**config.mk**
```make
export PLATFORM = sky130hd
export DESIGN_NAME = fmul_pipe
export DESIGN_NICKNAME = d
export VERILOG_FILES = /design/src/rtl/fmul_pipe.sv
export SDC_FILE = /design/constraint.sdc
export NUM_CORES = 2
export LEC_CHECK = 0
export ABC_AREA = 0
export BUFFER_PORTS_ARGS = -buffer_cell sky130_fd_sc_hd__buf_2
export CAP_MARGIN = 40
export CELL_PAD_IN_SITES_DETAIL_PLACEMENT = 1
export CELL_PAD_IN_SITES_GLOBAL_PLACEMENT = 1
export CORE_ASPECT_RATIO = 0.75
export CORE_MARGIN = 4
export CORE_UTILIZATION = 50
export CTS_BUF_LIST = sky130_fd_sc_hd__clkbuf_16
export CTS_CLUSTER_SIZE = 30
export DETAILED_ROUTE_END_ITERATION = 10
export PLACE_DENSITY_LB_ADDON = 0.3
export SLEW_MARGIN = 10
export SYNTH_ARGS = -nofsm -noshare
export SYNTH_HDL_FRONTEND = slang
export SYNTH_SLANG_ARGS = --single-unit
```
**constraint.sdc**
```tcl
create_clock -name clk -period 9.86 [get_ports clk]
set_clock_uncertainty 0.15 [all_clocks]
set_input_delay 1.479 -clock clk [delete_from_list [all_inputs] [get_ports clk]]
set_output_delay 1.479 -clock clk [all_outputs]
set_load 0.005 [all_outputs]
```
**src/rtl/fmul_pipe.sv**
```systemverilog
// IEEE-754 binary multiplier with a 3-stage valid/ready pipeline:
// S1 unpack + special detect + significand product, S2 normalize + sticky, S3 round + pack + flags.
module fmul_pipe #(
  parameter int unsigned EXP_W  = 8,
  parameter int unsigned FRAC_W = 23
) (
  input  logic                  clk,
  input  logic                  rst,
  input  logic                  in_valid,
  output logic                  in_ready,
  input  logic [EXP_W+FRAC_W:0] a,
  input  logic [EXP_W+FRAC_W:0] b,
  input  logic [1:0]            rm,
  output logic                  out_valid,
  input  logic                  out_ready,
  output logic [EXP_W+FRAC_W:0] z,
  output logic [3:0]            flags
);
  localparam int unsigned W    = 1 + EXP_W + FRAC_W;
  localparam int unsigned MW   = FRAC_W + 1;
  localparam int unsigned PW   = 2 * MW;
  localparam int unsigned EW2  = EXP_W + 2;
  localparam int unsigned LZ_W = $clog2(PW + 1);
  localparam int unsigned BIAS = (1 << (EXP_W - 1)) - 1;
  localparam int unsigned EMAX = (1 << EXP_W) - 1;

  localparam logic [1:0] RM_RNE = 2'b00;
  localparam logic [1:0] RM_RTZ = 2'b01;
  localparam logic [1:0] RM_RDN = 2'b10;
  localparam logic [1:0] RM_RUP = 2'b11;

  // Leading-zero count of the raw product; PW when the product is zero.
  function automatic logic [LZ_W-1:0] clz(input logic [PW-1:0] v);
    logic [LZ_W-1:0] n;
    n = LZ_W'(PW);
    for (int i = 0; i < PW; i++)
      if (v[i]) n = LZ_W'(PW - 1 - i);
    return n;
  endfunction

  logic adv;

  // Stage registers; spc = {nan, invalid, inf, zero}
  logic                  v1_q, v1_d, v2_q, v2_d, out_valid_q, out_valid_d;
  logic                  s1_sign_q, s1_sign_d, s2_sign_q, s2_sign_d;
  logic [1:0]            s1_rm_q, s1_rm_d, s2_rm_q, s2_rm_d;
  logic [3:0]            s1_spc_q, s1_spc_d, s2_spc_q, s2_spc_d;
  logic signed [EW2-1:0] s1_exp_q, s1_exp_d, s2_exp_q, s2_exp_d;
  logic [PW-1:0]         s1_prod_q, s1_prod_d;
  logic [MW-1:0]         s2_mant_q, s2_mant_d;
  logic                  s2_grd_q, s2_grd_d, s2_stk_q, s2_stk_d, s2_tiny_q, s2_tiny_d;
  logic [W-1:0]          z_q, z_d;
  logic [3:0]            flags_q, flags_d;

  assign adv       = ~out_valid_q | out_ready;
  assign in_ready  = adv;
  assign out_valid = out_valid_q;
  assign z         = z_q;
  assign flags     = flags_q;

  // Operand unpack
  logic [EXP_W-1:0]      xa, xb;
  logic [FRAC_W-1:0]     fa, fb;
  logic                  a_nan, b_nan, a_inf, b_inf, a_zero, b_zero;
  logic [MW-1:0]         ma, mb;
  logic signed [EW2-1:0] ea, eb;

  assign xa     = a[FRAC_W +: EXP_W];
  assign xb     = b[FRAC_W +: EXP_W];
  assign fa     = a[FRAC_W-1:0];
  assign fb     = b[FRAC_W-1:0];
  assign a_nan  = (&xa) & (|fa);
  assign b_nan  = (&xb) & (|fb);
  assign a_inf  = (&xa) & ~(|fa);
  assign b_inf  = (&xb) & ~(|fb);
  assign a_zero = ~(|xa) & ~(|fa);
  assign b_zero = ~(|xb) & ~(|fb);
  assign ma     = {|xa, fa};
  assign mb     = {|xb, fb};
  assign ea     = (|xa) ? EW2'(xa) : EW2'(1'b1);
  assign eb     = (|xb) ? EW2'(xb) : EW2'(1'b1);

  // S1: special-case classification, biased exponent sum, full significand product
  always_comb begin
    v1_d      = v1_q;
    s1_sign_d = s1_sign_q;
    s1_rm_d   = s1_rm_q;
    s1_spc_d  = s1_spc_q;
    s1_exp_d  = s1_exp_q;
    s1_prod_d = s1_prod_q;
    if (adv) begin
      v1_d        = in_valid;
      s1_sign_d   = a[W-1] ^ b[W-1];
      s1_rm_d     = rm;
      s1_spc_d[3] = a_nan | b_nan | (a_inf & b_zero) | (a_zero & b_inf);
      s1_spc_d[2] = (a_nan & ~fa[FRAC_W-1]) | (b_nan & ~fb[FRAC_W-1]) |
                    (a_inf & b_zero) | (a_zero & b_inf);
      s1_spc_d[1] = a_inf | b_inf;
      s1_spc_d[0] = a_zero | b_zero;
      s1_exp_d    = ea + eb - EW2'(BIAS);
      s1_prod_d   = PW'(ma) * PW'(mb);
    end
  end

  // S2: normalize to MSB, then shift tiny results into denormal position
  logic [LZ_W-1:0]       lz, sh;
  logic [PW-1:0]         pn, pd;
  logic [2*PW-1:0]       wide;
  logic signed [EW2-1:0] exp_n, dsh;
  logic                  tiny;

  always_comb begin
    lz    = clz(s1_prod_q);
    pn    = s1_prod_q << lz;
    exp_n = s1_exp_q + EW2'(1) - EW2'(lz);
    tiny  = exp_n[EW2-1] | (exp_n == '0);
    dsh   = EW2'(1) - exp_n;
    sh    = '0;
    if (tiny) sh = (dsh > EW2'(PW)) ? LZ_W'(PW) : LZ_W'(dsh);
    wide  = {pn, PW'(0)} >> sh;
    pd    = wide[2*PW-1 -: PW];

    v2_d      = v2_q;
    s2_sign_d = s2_sign_q;
    s2_rm_d   = s2_rm_q;
    s2_spc_d  = s2_spc_q;
    s2_exp_d  = s2_exp_q;
    s2_mant_d = s2_mant_q;
    s2_grd_d  = s2_grd_q;
    s2_stk_d  = s2_stk_q;
    s2_tiny_d = s2_tiny_q;
    if (adv) begin
      v2_d      = v1_q;
      s2_sign_d = s1_sign_q;
      s2_rm_d   = s1_rm_q;
      s2_spc_d  = s1_spc_q;
      s2_exp_d  = tiny ? '0 : exp_n;
      s2_mant_d = pd[PW-1 -: MW];
      s2_grd_d  = pd[PW-1-MW];
      s2_stk_d  = (|pd[PW-2-MW:0]) | (|wide[PW-1:0]);
      s2_tiny_d = tiny;
    end
  end

  // S3: round, detect overflow, pack and select special results
  logic                  inexact, inc, to_inf, ovf;
  logic [MW:0]           mr;
  logic signed [EW2-1:0] exp_f;

  always_comb begin
    inexact = s2_grd_q | s2_stk_q;
    inc     = 1'b0;
    case (s2_rm_q)
      RM_RNE: inc = s2_grd_q & (s2_stk_q | s2_mant_q[0]);
      RM_RTZ: inc = 1'b0;
      RM_RDN: inc = s2_sign_q & inexact;
      RM_RUP: inc = ~s2_sign_q & inexact;
      default: inc = 1'b0;
    endcase
    // A carry out of the significand, or a denormal rounding into the hidden bit, bumps the exponent.
    mr     = {1'b0, s2_mant_q} + (MW+1)'(inc);
    exp_f  = s2_exp_q + EW2'(mr[MW] | ((s2_exp_q == '0) & mr[MW-1]));
    ovf    = exp_f >= EW2'(EMAX);
    to_inf = (s2_rm_q == RM_RNE) | ((s2_rm_q == RM_RUP) & ~s2_sign_q) |
             ((s2_rm_q == RM_RDN) & s2_sign_q);

    out_valid_d = out_valid_q;
    z_d         = z_q;
    flags_d     = flags_q;
    if (adv) begin
      out_valid_d = v2_q;
      if (s2_spc_q[3]) begin
        z_d     = {1'b0, {EXP_W{1'b1}}, 1'b1, (FRAC_W-1)'(0)};
        flags_d = {s2_spc_q[2], 3'b000};
      end else if (s2_spc_q[1]) begin
        z_d     = {s2_sign_q, {EXP_W{1'b1}}, FRAC_W'(0)};
        flags_d = 4'b0000;
      end else if (s2_spc_q[0]) begin
        z_d     = {s2_sign_q, (W-1)'(0)};
        flags_d = 4'b0000;
      end else if (ovf) begin
        z_d     = to_inf ? {s2_sign_q, {EXP_W{1'b1}}, FRAC_W'(0)}
                         : {s2_sign_q, {(EXP_W-1){1'b1}}, 1'b0, {FRAC_W{1'b1}}};
        flags_d = 4'b0101;
      end else begin
        z_d     = {s2_sign_q, exp_f[EXP_W-1:0], mr[FRAC_W-1:0]};
        flags_d = {2'b00, s2_tiny_q & inexact, inexact};
      end
    end
  end

  // Control and output state
  always_ff @(posedge clk) begin
    if (rst) begin
      v1_q        <= 1'b0;
      v2_q        <= 1'b0;
      out_valid_q <= 1'b0;
      z_q         <= '0;
      flags_q     <= '0;
    end else begin
      v1_q        <= v1_d;
      v2_q        <= v2_d;
      out_valid_q <= out_valid_d;
      z_q         <= z_d;
      flags_q     <= flags_d;
    end
  end

  // Datapath registers carry no reset; their contents are qualified by the valid bits.
  always_ff @(posedge clk) begin
    s1_sign_q <= s1_sign_d;
    s1_rm_q   <= s1_rm_d;
    s1_spc_q  <= s1_spc_d;
    s1_exp_q  <= s1_exp_d;
    s1_prod_q <= s1_prod_d;
    s2_sign_q <= s2_sign_d;
    s2_rm_q   <= s2_rm_d;
    s2_spc_q  <= s2_spc_d;
    s2_exp_q  <= s2_exp_d;
    s2_mant_q <= s2_mant_d;
    s2_grd_q  <= s2_grd_d;
    s2_stk_q  <= s2_stk_d;
    s2_tiny_q <= s2_tiny_d;
  end
endmodule

```
==> results.md <==
* Run status: completed
* P&R area growth vs syn at 6.24%
* CP max FO at 30
* Yosys warns at 0
* Critical Path Source: s1_prod_q[21]
* Clk_lat worst skew at between 400 and 500 ps
* Hold Path Class: flip-flop to flip-flop
* Die ar. at 69500 sq um
* First DRT Iteration DRCs at between 3000 and 4000
* Startpoint types: flip-flop
* Core outline area at between 60000 and 70000 sq um
* Setup violators final at 0
* Final worst-path cycle share at between 90% and 100%
* FFs w/ async S/R, synth at 0%
* Hold Path Depth at 0
* Min-delay src: s1_rm_q[0]
* Register area share after synthesis at around 12%
* Final hold viol count at 0
* Gate Count Post-Synth at between 3000 and 4000
* Share of the synthesized area in the top cell type at 29.7%
* Routed Antenna Nets at 0
* Post-synth EDFFs at 109
* Synth Cell Area at ~33000 sq um
* CTS tree: done
* Critical Path RT at just under 10000 ps
* First-pass GRT wire length at about 190 mm
* Number of global-route vias before repair at around 32000
* Chip Height at approximately 230 um
* GP Congestion at between 1 and 1.5
* Drt drc at 0
* Antenna diodes at 0
* Slew @ Worst Pin at 991 ps
* Max Fclk at around 110 MHz
* HPWL after detailed placement at around 99 mm
* DR vias/cell at between 6 and 7
* Worst R2R Path Depth at 27
* Unique masters post-synth at between 90 and 100
* Number of stages on the worst setup path at 27
* Clock transition at path regs at approximately 60 ps
* Initial core utilization at roughly half
* Ranking of synthesized cells by area: fa_1, edfxtp_1, ha_1
* Largest area contributor in the netlist: fa_1
* Buffers & Inverters on Critical Path at 4
* Clock period minus final worst setup slack at approximately 9300 ps
* Layout cell share with drive strength beyond 1 at under 10%
* CP Class: flip-flop to flip-flop
* Syn Area/Cell at between 8 and 9 sq um
* RSZ-0062 raised after global routing: false
* Nets at 4622
* Worst relative slew slack at roughly a third
* Synth Flop Type: edfxtp_1
* I/O Pins at between 100 and 150
* Root Buffer: clkbuf_16
* TNS Setup at 0 ps
* Final Max Tran Viols at 0
* DRT Pass-1 Iters at 9
* CTS buffer count at 17
* PortBufs at approximately 110
* Mapped Nets at ~4600
* Crit. End Element: flip-flop
* Num rows at 80
* Slowest-stage cell, CP: or3_2
* Largest net degree at the start of global routing at 73
* Worst path top cell family by delay: simple AND/OR/NAND/NOR gates
* CTS max path bufs at 2
* Clock sink total at around 150
* Total of max-cap violations at 0
* GRT Util Overall at between 30 and 40%
* Arr. time, crit path at between 9000 and 10000 ps
* Average wire per standard cell at between 20 and 30 um
* CP max stage delay at about 730 ps
* Worst R2R Start: s1_prod_q[21]
* FF+latch count, synth at around 150
* Initial antenna violation count at 4
* Drt total wl at around 120 mm
* GRT Residual Overflow at 0
* Chip width at slightly above 300 um
* Vias at 30200
* H-Tree Depth at 4
[Yosys cell counts (19+ instances only)]
master and instances:
buf_2 25, o21ai_0 87, nor2b_1 21, nor4_1 47, nand2_1 494, fa_1 484, inv_1 538, a31oi_1 21
xnor2_1 49, a211oi_1 37, o21a_1 24, nand3_1 102, nor3_1 75, mux2i_1 99, and3_1 24, clkbuf_1 199
a21oi_1 193, xor2_1 31, nor2_1 229, o211ai_1 42, o31ai_1 25, mux2_2 38, ha_1 209, edfxtp_1 109
buf_1 19, and2_1 247, a21o_1 21, nand4_1 36, dfxtp_1 39, o22ai_1 34
[cell type report]
cell class | count | area, sq um
Tap cell | 861 | 1080
Fill cell | 7716 | 29400
Inverter | 543 | 2040
Sequential cell | 148 | 4050
Clock buffer | 18 | 450
Timing Repair Buffer | 209 | 1320
Multi-Input combinational cell | 2940 | 25600
Clock inverter | 14 | 96.3
[metal layers]
layer | vias up | routed length [um] | global-route usage, %
met3 | 252 | 13600 | 9.12
met4 | 4 | 3810 | 10.6
li1 | 12900 | - | -
met2 | 1622 | 55000 | 55.3
met1 | 15400 | 52200 | 50.1
met5 | - | 27 | 0
[placed cells by master, fill, tap and decap left out, types with 97 or more instances in the layout]
cell	netlist	final
nand2_1	494	493
fa_1	484	484
ha_1	209	209
edfxtp_1	109	109
nor2_1	229	228
nand3_1	102	102
mux2i_1	99	99
a21oi_1	193	192
inv_1	538	538
and2_1	247	247
buf_4	1	97
buf_2	25	109
[state kept, by name, summed over array words and instances, names as in the netlist, 2 cells and up]
signal	cells
z	32
s1_rm_q	2
s2_spc_q	4
s1_spc_q	4
s1_prod_q	48
s2_exp_q	10
s2_mant_q	24
flags	4
s2_rm_q	2
s1_exp_q	10
[worst paths after layout]
path | endpoint | slack (ps)
min | s2_rm_q[0] | 270
max | s2_stk_q | 600
max reg2reg | s2_stk_q | 600
min reg2reg | s2_rm_q[0] | 270
[what timing repair did]
item,CTS,global route
buffers inserted,0,0
resized for setup,0,1
setup endpoints to repair,0,1
hold buffers,0,0
[cells by family (layout without fill, tap and decap cells)]
kind of cell / after synthesis / count (layout) / share of synthesized area, %
fa+ha+maj: 693 / 693 / 37.7
xor+xnor: 81 / 81 / 2.22
other cells: 1 / 1 / 0.0115
flops: 148 / 148 / 12.4
compound gates: 677 / 677 / 14.0
buf+inv: 787 / 784 / 9.16
simple gates: 1346 / 1346 / 19.8
mux: 142 / 142 / 4.65
[per-stage QoR]
stage                     util [%]  hold WS, ps  cell area (sq um)  std cells  worst slack [ps]
after CTS                     54.1          271              34700       4733               582
final                         54.1          272              34700       4733               604
after global placement        53.2          254              34100       4695               472
after floorplan                  -          250              32600       3875               963
after global routing          54.1          274              34700       4733               157
after detailed placement      53.2          257              34100       4701              88.9
Power is left out: the tool's default activity adds up to more than one toggle a clock period on the data nets, which glitch-free logic cannot reach.
